$ cat src/rtl/tuser_in_tuple_fifo_pkg.sv
// tuser_in_pkg: shared types and constants for the ingress tuple extractor.
//   state_e      - packet-tracking FSM states (IDLE expects SOP, IN_PKT mid-packet)
//   TS_W         - width of the optional SOP timestamp
//   tuple_width  - tuple width for a given TUSER width; adds TS_W when the
//                  build defines TUSER_IN_TSTAMP_EN
package tuser_in_pkg;

  typedef enum logic {
    IDLE   = 1'b0,
    IN_PKT = 1'b1
  } state_e;

  localparam int unsigned TS_W = 32;

`ifdef TUSER_IN_TSTAMP_EN
  localparam bit TSTAMP_EN = 1'b1;
`else
  localparam bit TSTAMP_EN = 1'b0;
`endif

  function automatic int unsigned tuple_width(input int unsigned tuser_w);
    return TSTAMP_EN ? tuser_w + TS_W : tuser_w;
  endfunction

endpackage

$ cat src/rtl/tuser_in_tuple_fifo_if.sv
// tuser_in_tuple_fifo_if: AXIS snoop inputs plus the ready/valid tuple port.
//   tin_avalid/tin_aready/tin_atuser/tin_atlast - observed AXIS beat
//   tin_valid/tin_ready/tin_data                - tuple output handshake
//   tin_overflow/tin_drop_cnt                   - drop reporting
// Modports: slave = extractor side, master = stream source / tuple consumer.
interface tuser_in_tuple_fifo_if
  import tuser_in_pkg::*;
#(
  parameter int unsigned TUSER_W = 128,
  parameter int unsigned CNT_W   = 16
);
  localparam int unsigned TW = tuple_width(TUSER_W);

  logic               tin_avalid;
  logic               tin_aready;
  logic [TUSER_W-1:0] tin_atuser;
  logic               tin_atlast;
  logic               tin_valid;
  logic               tin_ready;
  logic [TW-1:0]      tin_data;
  logic               tin_overflow;
  logic [CNT_W-1:0]   tin_drop_cnt;

  modport slave (
    input  tin_avalid, tin_aready, tin_atuser, tin_atlast, tin_ready,
    output tin_valid, tin_data, tin_overflow, tin_drop_cnt
  );

  modport master (
    output tin_avalid, tin_aready, tin_atuser, tin_atlast, tin_ready,
    input  tin_valid, tin_data, tin_overflow, tin_drop_cnt
  );

endinterface

$ cat src/rtl/tuser_in_tuple_fifo_sfifo.sv
// tuser_in_sfifo: generic synchronous first-word-fall-through FIFO.
//   clk_i, rst_i (sync, active high)
//   push_i/data_i - write request; ignored when full unless a pop happens too
//   pop_i         - read request; ignored when empty
//   data_o        - head entry, forced to zero while empty
//   full_o/empty_o
module tuser_in_sfifo #(
  parameter int unsigned WIDTH = 8,
  parameter int unsigned DEPTH = 16
) (
  input  logic             clk_i,
  input  logic             rst_i,
  input  logic             push_i,
  input  logic [WIDTH-1:0] data_i,
  input  logic             pop_i,
  output logic [WIDTH-1:0] data_o,
  output logic             full_o,
  output logic             empty_o
);
  localparam int unsigned AW = $clog2(DEPTH);

  logic [AW:0]      wr_q, rd_q;
  logic [WIDTH-1:0] mem_q [DEPTH];
  logic             push_ok, pop_ok;

  // Extra pointer MSB separates the full and empty cases of equal indices.
  assign empty_o = (wr_q == rd_q);
  assign full_o  = (wr_q[AW] != rd_q[AW]) && (wr_q[AW-1:0] == rd_q[AW-1:0]);

  assign pop_ok  = pop_i && !empty_o;
  assign push_ok = push_i && (!full_o || pop_ok);

  assign data_o = empty_o ? '0 : mem_q[rd_q[AW-1:0]];

  always_ff @(posedge clk_i) begin
    if (rst_i) begin
      wr_q <= '0;
      rd_q <= '0;
    end else begin
      if (push_ok) wr_q <= wr_q + (AW+1)'(1);
      if (pop_ok)  rd_q <= rd_q + (AW+1)'(1);
    end
  end

  always_ff @(posedge clk_i) begin
    if (push_ok) mem_q[wr_q[AW-1:0]] <= data_i;
  end

endmodule

$ cat src/rtl/tuser_in_tuple_fifo.sv
// tuser_in_tuple_fifo: captures TUSER on the first accepted beat of each AXIS
// packet and queues it for a ready/valid tuple consumer.
//   tin_aclk, tin_arst (sync, active high)
//   tin (slave modport): AXIS snoop in, tuple out, overflow pulse, drop count
// Build option TUSER_IN_TSTAMP_EN: prepends a 32-bit free-running cycle count,
// sampled at the SOP beat, above the TUSER bits of each tuple.
module tuser_in_tuple_fifo
  import tuser_in_pkg::*;
#(
  parameter int unsigned TUSER_W = 128,
  parameter int unsigned DEPTH   = 16,
  parameter int unsigned CNT_W   = 16
) (
  input  logic                  tin_aclk,
  input  logic                  tin_arst,
  tuser_in_tuple_fifo_if.slave  tin
);
  localparam int unsigned TW = tuple_width(TUSER_W);

  state_e           state_q, state_d;
  logic             acc, sop, pop, drop;
  logic             fifo_full, fifo_empty;
  logic [TW-1:0]    tuple, fifo_dout;
  logic             overflow_q;
  logic [CNT_W-1:0] cnt_q;

  assign acc  = tin.tin_avalid && tin.tin_aready;
  assign sop  = acc && (state_q == IDLE);
  assign pop  = !fifo_empty && tin.tin_ready;
  // A full FIFO still takes the tuple when the head leaves in the same cycle.
  assign drop = sop && fifo_full && !pop;

`ifdef TUSER_IN_TSTAMP_EN
  logic [TS_W-1:0] ts_q;

  always_ff @(posedge tin_aclk) begin
    if (tin_arst) ts_q <= '0;
    else          ts_q <= ts_q + TS_W'(1);
  end

  assign tuple = {ts_q, tin.tin_atuser};
`else
  assign tuple = tin.tin_atuser;
`endif

  always_ff @(posedge tin_aclk) begin
    if (tin_arst) state_q <= IDLE;
    else          state_q <= state_d;
  end

  always_comb begin
    state_d = state_q;
    case (state_q)
      IDLE:    if (acc && !tin.tin_atlast) state_d = IN_PKT;
      IN_PKT:  if (acc && tin.tin_atlast)  state_d = IDLE;
      default: state_d = IDLE;
    endcase
  end

  always_ff @(posedge tin_aclk) begin
    if (tin_arst) begin
      overflow_q <= 1'b0;
      cnt_q      <= '0;
    end else begin
      overflow_q <= drop;
      if (drop && (cnt_q != '1)) cnt_q <= cnt_q + CNT_W'(1);
    end
  end

  tuser_in_sfifo #(
    .WIDTH (TW),
    .DEPTH (DEPTH)
  ) u_fifo (
    .clk_i   (tin_aclk),
    .rst_i   (tin_arst),
    .push_i  (sop),
    .data_i  (tuple),
    .pop_i   (pop),
    .data_o  (fifo_dout),
    .full_o  (fifo_full),
    .empty_o (fifo_empty)
  );

  assign tin.tin_valid    = !fifo_empty;
  assign tin.tin_data     = fifo_dout;
  assign tin.tin_overflow = overflow_q;
  assign tin.tin_drop_cnt = cnt_q;

endmodule

$ cat src/flat_wrapper.sv
// flat-port wrapper written by rule: the top's interface ports become plain ports
module tuser_in_tuple_fifo_flat import tuser_in_pkg::*;
#(
  parameter int unsigned TUSER_W = 128,
  parameter int unsigned DEPTH   = 16,
  parameter int unsigned CNT_W   = 16
)
  (tin_aclk, tin_arst, tin_tin_avalid, tin_tin_aready, tin_tin_atuser, tin_tin_atlast, tin_tin_ready, tin_tin_valid, tin_tin_data, tin_tin_overflow, tin_tin_drop_cnt);
  tuser_in_tuple_fifo_if #(.TUSER_W(TUSER_W), .CNT_W(CNT_W)) tin_i ();
  input  logic tin_aclk;
  input  logic tin_arst;
  input wire logic [$bits(tin_i.tin_avalid)-1:0] tin_tin_avalid;
  input wire logic [$bits(tin_i.tin_aready)-1:0] tin_tin_aready;
  input wire logic [$bits(tin_i.tin_atuser)-1:0] tin_tin_atuser;
  input wire logic [$bits(tin_i.tin_atlast)-1:0] tin_tin_atlast;
  input wire logic [$bits(tin_i.tin_ready)-1:0] tin_tin_ready;
  output wire logic [$bits(tin_i.tin_valid)-1:0] tin_tin_valid;
  output wire logic [$bits(tin_i.tin_data)-1:0] tin_tin_data;
  output wire logic [$bits(tin_i.tin_overflow)-1:0] tin_tin_overflow;
  output wire logic [$bits(tin_i.tin_drop_cnt)-1:0] tin_tin_drop_cnt;
  assign tin_i.tin_avalid = tin_tin_avalid;
  assign tin_i.tin_aready = tin_tin_aready;
  assign tin_i.tin_atuser = tin_tin_atuser;
  assign tin_i.tin_atlast = tin_tin_atlast;
  assign tin_i.tin_ready = tin_tin_ready;
  assign tin_tin_valid = tin_i.tin_valid;
  assign tin_tin_data = tin_i.tin_data;
  assign tin_tin_overflow = tin_i.tin_overflow;
  assign tin_tin_drop_cnt = tin_i.tin_drop_cnt;
  tuser_in_tuple_fifo #(.TUSER_W(TUSER_W), .DEPTH(DEPTH), .CNT_W(CNT_W)) u_core (.tin_aclk(tin_aclk), .tin_arst(tin_arst), .tin(tin_i));
endmodule
$ cat config.mk
export PLATFORM = sky130hd
export DESIGN_NAME = tuser_in_tuple_fifo_flat
export DESIGN_NICKNAME = d
export VERILOG_FILES = /design/src/rtl/tuser_in_tuple_fifo_pkg.sv /design/src/rtl/tuser_in_tuple_fifo_if.sv /design/src/rtl/tuser_in_tuple_fifo_sfifo.sv /design/src/rtl/tuser_in_tuple_fifo.sv /design/src/flat_wrapper.sv
export SDC_FILE = /design/constraint.sdc
export NUM_CORES = 2
export LEC_CHECK = 0
export ABC_AREA = 0
export BUFFER_PORTS_ARGS = -buffer_cell sky130_fd_sc_hd__buf_2
export CELL_PAD_IN_SITES_DETAIL_PLACEMENT = 0
export CELL_PAD_IN_SITES_GLOBAL_PLACEMENT = 1
export CORE_ASPECT_RATIO = 1.75
export CORE_MARGIN = 4
export CORE_UTILIZATION = 59
export DETAILED_ROUTE_END_ITERATION = 7
export GPL_TIMING_DRIVEN = 0
export PLACE_DENSITY = 0.81
export SLEW_MARGIN = 10
export SYNTH_ARGS = -nofsm -noshare
export SYNTH_HDL_FRONTEND = slang
export SYNTH_SLANG_ARGS = --single-unit
$ cat constraint.sdc
create_clock -name tin_aclk -period 35.1 [get_ports tin_aclk]
set_clock_uncertainty 0.2 [all_clocks]
set_input_delay 1.755 -clock tin_aclk [delete_from_list [all_inputs] [get_ports tin_aclk]]
set_output_delay 1.755 -clock tin_aclk [all_outputs]
set_load 0.05 [all_outputs]
==> flow_metrics.py <==
metrics = {
    "place": {
        "port_buffers": 279,
        "gp_congestion": 0.790,
        "hpwlAfterDp_mm": 125,
    },
    "clock_tree": {
        "cts_tree": "done",
        "clk_latency_ns": 0.79,
        "cts_resized": 0,
        "post-cts-setup-buffers": 0,
        "clockBufferDepth": 3,
        "cts_root_buffer": "clkbuf_16",
        "cts_hold_buf": 0,
        "clock_sinks": 2080,
        "clk_pin_slew_ns": 0.07,
        "htree_levels": 4,
        "numCtsBuffers": 175,
    },
    "timing": {
        "maxClockFrequency_mhz": 145,
        "max-slew-margin-rel_pct": 17.1,
        "finalHoldViolCount": 0,
        "finalSetupViolCount": 0,
        "holdWs_ns": 0.307,
        "tightest_slew_ns": 1.24,
        "fin_crit_sh_pct": 19.6,
        "drv_slew": 0,
        "setup_tns_ns": 0,
        "post-route-min-period_ns": 6.87,
        "rsz0062_at_grt": "false",
    },
    "finish": {
        "nets": 4236,
        "final_core_util_pct": 68.3,
        "multi_input_area_mm2": 0.0166,
        "layout_commonest_cell": "edfxtp_1",
        "fillers": 8192,
        "area.sequential_mm2": 0.0621,
        "layout_common_cells": "edfxtp_1 (2048), mux4_2 (512), buf_2 (384), clkbuf_16 (183), a211oi_1 (182)",
        "syn_to_final_growth_pct": 15.1,
        "drive_above_1_share_pct": 32.7,
    },
    "power": {
        "p_per_area_mw_per_mm2": 57.1,
        "leakagePower_nw": 28.6,
        "seq_power_share_pct": 52.4,
        "p_comb_share_pct": 10.9,
        "peakVddDrop_v": 0.0000547,
        "switching_share_pct": 23.9,
        "p_total_mw": 5.23,
        "p_sw_mw": 1.25,
        "clockPowerShare_pct": 36.7,
        "internal_power_mw": 3.98,
    },
    "worst_setup_path": {
        "critPathCaptureType": "output pin",
        "crit_chain": "buf_2 > buf_4 > buf_4 > buf_2 > buf_2 > clkbuf_1 > a211oi_1 > a211oi_1 > buf_2",
        "startpoint_type": "flop",
        "path_class": "flop to output pin",
        "critPathArrivalTime_ns": 4.92,
        "cpPeakStageDelay_ns": 0.66,
        "worst_path_max_delay_cell": "a211oi_1",
        "cp_max_fo": 10,
        "rr_worst_depth": 10,
        "crit_top_cell": "buf_2",
        "cp.required_ns": 33.14,
    },
    "route": {
        "drt_pre_antenna_iters": 6,
        "first_iter_violations": 4458,
        "ant_nets": 0,
        "via_count": 39033,
        "wl_per_cell_um": 31.2,
        "drc": 0,
        "via_per_inst": 6.45,
        "route.final.wire_length_mm": 189,
    },
    "global_routing": {
        "grt_usage_pct": 27.1,
        "overflow": 0,
        "use_met1_pct": 35.8,
        "grt_max_degree": 26,
        "grt_pass1_vias": 40290,
        "grt_use_met3_pct": 6.32,
        "globalRouteMet2Util_pct": 45.5,
        "grt_pass1_wl_mm": 275,
        "antenna_found_initial": 35,
        "busiest_layer": "met2",
    },
    "floorplan": {
        "rows": 178,
        "coreArea_mm2": 0.134,
        "dieArea_mm2": 0.141,
        "dieHeight_um": 494,
        "die-width_um": 286,
        "initial_core_util_pct": 59.3,
        "io_pins": 280,
    },
    "logic_synthesis": {
        "ys_warn_count": 0,
        "ys_ff_latch": 2080,
        "synth_cell_types": 42,
        "ys.flop_type": "edfxtp_1",
        "ys_async_sr_fraction_pct": 0,
        "post_synth.cell_area_avg_um2": 22.9,
        "syn_nets": 3612,
        "synth_area_mm2": 0.0796,
        "synth_sequential_area_ratio_pct": 78.1,
        "synth-edff-count": 2048,
        "synth_cells": 3472,
    },
    "hold_path": {
        "hold_path_class": "flop to flop",
        "hold_depth": 2,
    },
    "job": {
        "max_cap_viol_count": 0,
    },
    "status": {
        "status": "finished clean",
    },
}
==> critical path: cells and delay by family, from the launching register on <==
family | cells | cell delay, ns
buffers and inverters | 7 | 2.97
DFF | 1 | 0.31
AOI/OAI and AO/OA | 2 | 0.82
==> registers in the layout, indices dropped and copies added (netlist names), named ones only <==
name / cells
u_core.tin.tin_drop_cnt: 16
u_core.tin.tin_overflow: 1
u_core.u_fifo.mem_q: 2048
u_core.u_fifo.rd_q: 5
u_core.u_fifo.wr_q: 5
==> Yosys cell counts, types with 8 or more instances <==
library cell	n	area share, %
nand2_1	13	0.061
a211oi_1	182	1.7
nor3_1	8	0.050
mux2_2	39	0.55
nand3_1	11	0.069
mux2i_1	130	1.6
nor2_1	37	0.17
edfxtp_1	2048	77
nor2b_1	98	0.77
o21ai_0	44	0.28
clkbuf_1	87	0.41
mux4_2	512	14
buf_2	105	0.66
xnor2_1	8	0.088
a21oi_1	47	0.30
dfxtp_1	32	0.80
==> through the flow <==
stage          cells  setup slack (ns)  cell area (um2)
3_3_place_gp    5551             12.92            83300
5_1_grt         6042             28.01            91600
6_report        6054             28.23            91700
3_5_place_dp    5719             29.11            86000
4_1_cts         6039             28.24            91600
2_1_floorplan   3472             23.05            79600
==> worst paths after layout <==
| path | startpoint | end | slack (ns) |
|---|---|---|---|
| max | flop | tin_tin_data[115] | 28.23 |
| min | flop | flop | 0.31 |
| max reg2reg | u_core.u_fifo.rd_q[4] | u_core.u_fifo.mem_q[2][38] | 31.06 |
| min reg2reg | flop | flop | 0.31 |
==> power by group through the flow <==
stage	logic (mW)	registers [mW]	clock network (mW)
after floorplan	0.377	2.80	0
after global placement	0.562	2.80	0
after detailed placement	0.573	2.80	0
after CTS	0.576	2.74	1.94
after global routing	0.603	2.74	2.04
final	0.569	2.74	1.92
==> layout make-up <==
cell class | instances | share of cell area, %
sequential | 2080 | 67.8
inverter | 6 | 0.0246
antenna | 15 | 0.0410
timing repair buffer | 447 | 4.40
multi-input combinational | 1183 | 18.2
buffer | 203 | 1.01
clock inverter | 106 | 0.994
tap | 1800 | 2.46
clock buffer | 214 | 5.12
==> logic make-up (layout without fill, tap and decap cells) <==
kind of cell | count (synthesis) | count (layout) | share of synthesized area, %
buffers and inverters | 209 | 976 | 1.19
multiplexers | 683 | 683 | 16.7
adder cells (fa/ha/maj) | 6 | 6 | 0.0943
flip-flops | 2080 | 2080 | 78.1
XOR/XNOR | 15 | 15 | 0.165
AND/OR/NAND/NOR | 194 | 194 | 1.38
AO/OA/AOI/OAI | 285 | 285 | 2.42
other | 0 | 15 | 0
==> per-layer routing <==
| layer | vias to the layer above | wire length [um] |
|---|---|---|
| li1 | 16041 | - |
| met3 | 403 | 16900 |
| met1 | 20635 | 68600 |
| met2 | 1920 | 97000 |
| met4 | 34 | 6470 |
| met5 | - | 229 |
No activity file was read; power rests on OpenSTA's default activity.
